[config.mk]
export PLATFORM = sky130hd
export DESIGN_NAME = alu_cmd_seq
export DESIGN_NICKNAME = d
export VERILOG_FILES = /design/src/rtl/alu_cmd_seq.sv
export SDC_FILE = /design/constraint.sdc
export NUM_CORES = 1
export LEC_CHECK = 0
export CELL_PAD_IN_SITES_DETAIL_PLACEMENT = 1
export CELL_PAD_IN_SITES_GLOBAL_PLACEMENT = 2
export CORE_ASPECT_RATIO = 2
export CORE_MARGIN = 2
export CORE_UTILIZATION = 40
export CTS_CLUSTER_DIAMETER = 50
export DETAILED_ROUTE_END_ITERATION = 6
export MAX_ROUTING_LAYER = met4
export PLACE_DENSITY = 0.84
export SETUP_SLACK_MARGIN = 0.2
export SLEW_MARGIN = 30
export SYNTH_ARGS = -nofsm -noshare
export SYNTH_HDL_FRONTEND = slang
export SYNTH_SLANG_ARGS = --single-unit
export TNS_END_PERCENT = 50
[constraint.sdc]
create_clock -name clk -period 3.8 [get_ports clk]
set_input_delay 0.95 -clock clk [delete_from_list [all_inputs] [get_ports clk]]
set_output_delay 0.95 -clock clk [all_outputs]
set_load 0.01 [all_outputs]
[src/rtl/alu_cmd_seq.sv]
// -----------------------------------------------------------------------------
// alu_cmd_seq
//   Command sequencer placed directly upstream of a 4-bit combinational ALU.
//   Commands {a, b, c, op, chain} are buffered in a DEPTH-entry FIFO. The FIFO
//   head drives the ALU operand/opcode inputs. When the result register is
//   free, or is being consumed, the ALU answer is captured into res_data and
//   into the accumulator acc. A chained command takes acc as operand A.
//
// Ports
//   clk, reset            rising-edge clock, asynchronous active-high reset
//   cmd_valid/cmd_ready   command handshake (ready = FIFO not full)
//   cmd_a/b/c/op/chain    command fields
//   alu_a/b/c/op          combinational drive to the ALU (all 0 when empty)
//   alu_ans               ALU answer
//   res_valid/res_ready   result handshake; res_data is registered
//   count                 FIFO occupancy
//   issued                executed-command counter, wraps 255 -> 0
// -----------------------------------------------------------------------------
module alu_cmd_seq #(
  parameter int DEPTH = 4,
  parameter int CW    = 3
) (
  input  logic          clk,
  input  logic          reset,
  input  logic          cmd_valid,
  output logic          cmd_ready,
  input  logic [3:0]    cmd_a,
  input  logic [3:0]    cmd_b,
  input  logic [1:0]    cmd_c,
  input  logic [1:0]    cmd_op,
  input  logic          cmd_chain,
  output logic [3:0]    alu_a,
  output logic [3:0]    alu_b,
  output logic [1:0]    alu_c,
  output logic [1:0]    alu_op,
  input  logic [3:0]    alu_ans,
  output logic          res_valid,
  input  logic          res_ready,
  output logic [3:0]    res_data,
  output logic [CW-1:0] count,
  output logic [7:0]    issued
);

  localparam int AW = (DEPTH > 1) ? $clog2(DEPTH) : 1;

  // Entry layout: [12:9] a, [8:5] b, [4:3] c, [2:1] op, [0] chain
  logic [12:0]   mem_q [DEPTH];
  logic [12:0]   head;

  logic [AW-1:0] wptr_q, wptr_d;
  logic [AW-1:0] rptr_q, rptr_d;
  logic [CW-1:0] count_q, count_d;
  logic          res_valid_q, res_valid_d;
  logic [3:0]    res_data_q, res_data_d;
  logic [3:0]    acc_q, acc_d;
  logic [7:0]    issued_q, issued_d;

  logic          occupied;
  logic          push;
  logic          fire;

  assign occupied  = (count_q != '0);
  // Readiness looks only at occupancy so a full FIFO refuses even while popping.
  assign cmd_ready = (count_q != CW'(DEPTH));
  assign push      = cmd_valid && cmd_ready;
  assign fire      = occupied && (!res_valid_q || res_ready);
  assign head      = mem_q[rptr_q];

  // Head decode: chained entries substitute the accumulator for operand A.
  always_comb begin
    alu_a  = '0;
    alu_b  = '0;
    alu_c  = '0;
    alu_op = '0;
    if (occupied) begin
      alu_a  = head[0] ? acc_q : head[12:9];
      alu_b  = head[8:5];
      alu_c  = head[4:3];
      alu_op = head[2:1];
    end
  end

  // Next-state for pointers, occupancy, result register and accumulator.
  always_comb begin
    wptr_d      = wptr_q;
    rptr_d      = rptr_q;
    count_d     = count_q;
    res_valid_d = res_valid_q;
    res_data_d  = res_data_q;
    acc_d       = acc_q;
    issued_d    = issued_q;

    if (push) begin
      wptr_d = wptr_q + 1'b1;
    end

    if (fire) begin
      rptr_d      = rptr_q + 1'b1;
      res_valid_d = 1'b1;
      res_data_d  = alu_ans;
      acc_d       = alu_ans;
      issued_d    = issued_q + 1'b1;
    end else if (res_valid_q && res_ready) begin
      res_valid_d = 1'b0;
    end

    if (push && !fire) begin
      count_d = count_q + 1'b1;
    end else if (fire && !push) begin
      count_d = count_q - 1'b1;
    end
  end

  always_ff @(posedge clk or posedge reset) begin
    if (reset) begin
      wptr_q      <= '0;
      rptr_q      <= '0;
      count_q     <= '0;
      res_valid_q <= 1'b0;
      res_data_q  <= '0;
      acc_q       <= '0;
      issued_q    <= '0;
    end else begin
      wptr_q      <= wptr_d;
      rptr_q      <= rptr_d;
      count_q     <= count_d;
      res_valid_q <= res_valid_d;
      res_data_q  <= res_data_d;
      acc_q       <= acc_d;
      issued_q    <= issued_d;
    end
  end

  // Storage carries no reset; occupancy and pointers define what is live.
  always_ff @(posedge clk) begin
    if (push) begin
      mem_q[wptr_q] <= {cmd_a, cmd_b, cmd_c, cmd_op, cmd_chain};
    end
  end

  assign res_valid = res_valid_q;
  assign res_data  = res_data_q;
  assign count     = count_q;
  assign issued    = issued_q;

endmodule

==> results.cfg <==
[finish]
fin_nets = 245
area_delta_synth_final_pct = 28.77
final_area_um2 = 3786
n_antenna_cell = 0
num-fill-cells = 667
final_util = 0.5250
layout-drive-gt1-share = 0.1532

[floorplanning]
dieArea_um2 = 8094
die_x_um = 64.63
die_height_um = 125.3
coreArea_um2 = 7212
initial_core_util = 0.4077
io_pins = 50
std_cell_rows = 44

[yosys]
syn_inst = 159
syn-num-nets = 187
synth_cell_type_count = 25
syn-cell-area_um2 = 2940
yosysWarnings = 0
syn_area_per_cell_um2 = 18.49
synth_seq_cells = 72
synth-seq-area-share = 0.7013

[timing]
max_freq_ghz = 0.3044
rsz0062_at_grt = no
tns_ps = 0
setup_viol = 0
finalHoldViolCount = 0
finalCritPeriodShare = 0.8646
tightest_slew_ps = 783.6
finClkSkew_ps = 4.627
slew-limit-headroom = 0.4770
maxSlewViolCount = 0
period_needed_ps = 3286

[routing]
via_per_inst = 4.924
vias = 1546
drcViolationCount = 0
drt-initial-drc-count = 58
ant_nets = 0
wirelength_um = 5337
drtPass1Iterations = 4
wl_per_cell_um = 17.00

[global_route]
grt_pass1_vias = 1712
globalRouteTotalUtil = 0.1581
gr-total-overflow = 0
antenna_found_initial = 0
grt_max_degree = 21
grt_first_pass_wirelength_um = 8921

[setup_path]
critPathLaunchType = flop
cp_max_fo = 11
required_ps = 2850
path_class = reg2out
cp-end-kind = primary output
cp.arrival_ps = 2340

[placement]
io_buffer_count = 49
finalWeightedCongestion = 0.6991
post_dp_cell_area_um2 = 3530
hpwlAfterDp_um = 3756

[hold_path]
min_path_type = reg2reg

[power]
vdd_drop_max_v = 0.0004729
power_leakage_nw = 1.387
powerDensity_nw_per_um2 = 826.6

[flow_run]
drv_cap = 0

[clocking]
cts.path.max_buffers = 2
cts-resized-gates = 0
insertion_delay_ps = 340
cts_tree = yes
numCtsBuffers = 9
clkSlewWorstSetupHoldPaths_ps = 50
postCtsSetupBuffers = 0
clock_sinks = 72
ctsHoldBuffers = 0
htreeDepth = 3
cts_root_buf = clkbuf_16

[run_status]
outcome = finished, final reports clean
Yosys cell counts:
library cell,number,area share
and2_0,1,0.0021
and3_1,5,0.011
and4b_1,1,0.0034
buf_2,1,0.0017
buf_4,1,0.0026
buf_6,2,0.0077
clkbuf_1,1,0.0013
dfrtp_1,20,0.17
edfxtp_1,52,0.53
fa_1,1,0.0068
ha_1,6,0.026
inv_1,5,0.0064
mux2_2,7,0.027
mux2i_1,4,0.014
mux4_1,2,0.018
mux4_2,11,0.084
nand2_1,6,0.0077
nand2b_1,1,0.0021
nand4_1,3,0.0064
nor2_1,6,0.0077
nor2b_1,8,0.017
nor2b_2,1,0.0030
nor3_4,1,0.0055
xnor2_1,9,0.027
xor2_1,4,0.012
worst max-delay path, stage by stage (launching register included):
cell             delay (ps)
dfrtp_1                 490
buf_4                   290
mux4_2                  520
mux2i_1                 130
nor2_1                   50
clkdlybuf4s50_1         510
sequential cells by signal, indices dropped and copies added, names as in the netlist:
| signal | count |
|---|---|
| mem_q | 52 |
| res_valid | 1 |
| wptr_q | 2 |
| acc_q | 4 |
| count | 3 |
| rptr_q | 2 |
| issued | 8 |
per-stage QoR:
| stage | setup WS [ps] | hold slack [ps] | power (W) | cells |
|---|---|---|---|---|
| 2_1_floorplan | 1291 | 507.6 | 0.001899 | 159 |
| 3_3_place_gp | 852.5 | 461.1 | 0.002413 | 298 |
| 3_5_place_dp | 834.9 | 461.9 | 0.002450 | 298 |
| 4_1_cts | 467.0 | 473.0 | 0.003188 | 314 |
| 5_1_grt | 362.5 | 511.6 | 0.003331 | 314 |
| 6_report | 514.3 | 469.5 | 0.003130 | 314 |
report_power, final:
group / leakage, nW / internal [W] / switching, W
Sequential: 0.713 / 0.00107 / 0.000148
Clock: 0.122 / 0.000433 / 0.000296
Combinational: 0.552 / 0.000679 / 0.000504
cell type report:
cell class	instances	area (um^2)	area share
Clock buffer	11	232.7	0.06147
Sequential cell	72	2062	0.5446
Timing Repair Buffer	52	513.0	0.1355
Clock inverter	5	23.77	0.006279
Tap cell	92	115.1	0.03040
Inverter	5	18.77	0.004957
Multi-Input combinational cell	77	820.8	0.2168
logic make-up after synthesis:
kind of cell / count (synthesis) / synth area share
adder cells (fa/ha/maj): 7 / 0.03234
multiplexers: 24 / 0.1426
flip-flops: 72 / 0.7013
AND/OR/NAND/NOR: 33 / 0.06554
buffers and inverters: 10 / 0.01957
XOR/XNOR: 13 / 0.03872
cells in the final DEF, fill, tap and decap left out, types with 4 or more instances in the layout:
master	synthesis	final
dfrtp_1	20	20
mux2_2	7	7
and3_1	5	5
mux2i_1	4	4
nor2b_1	8	8
xor2_1	4	4
nand2_1	6	6
xnor2_1	9	9
clkdlybuf4s50_1	0	49
mux4_2	11	11
edfxtp_1	52	52
inv_1	5	5
clkbuf_16	0	9
nor2_1	6	6
ha_1	6	6
worst paths after layout:
| check | startpoint | endpoint | slack [ps] | cells past startpoint |
|---|---|---|---|---|
| max in group asynchronous | reset | issued[7] | 2240 | 2 |
| setup / recovery | rptr_q[0] | alu_a[2] | 510 | 5 |
| setup reg to reg | count[0] | count[2] | 1370 | 9 |
| min in group asynchronous | reset | count[2] | 1060 | 2 |
| hold reg to reg | issued[7] | issued[7] | 470 | 1 |
| hold / removal | issued[7] | issued[7] | 470 | 1 |
layer usage:
metal  GRT usage  part of all wire  up-vias
met3     0.04227             0.036       10
li1            -                 -      716
met2      0.2567              0.54       39
met5           -                 0        -
met4     0.08260             0.026        0
met1      0.1755              0.40      781
Power figures use the tool's default switching activity.
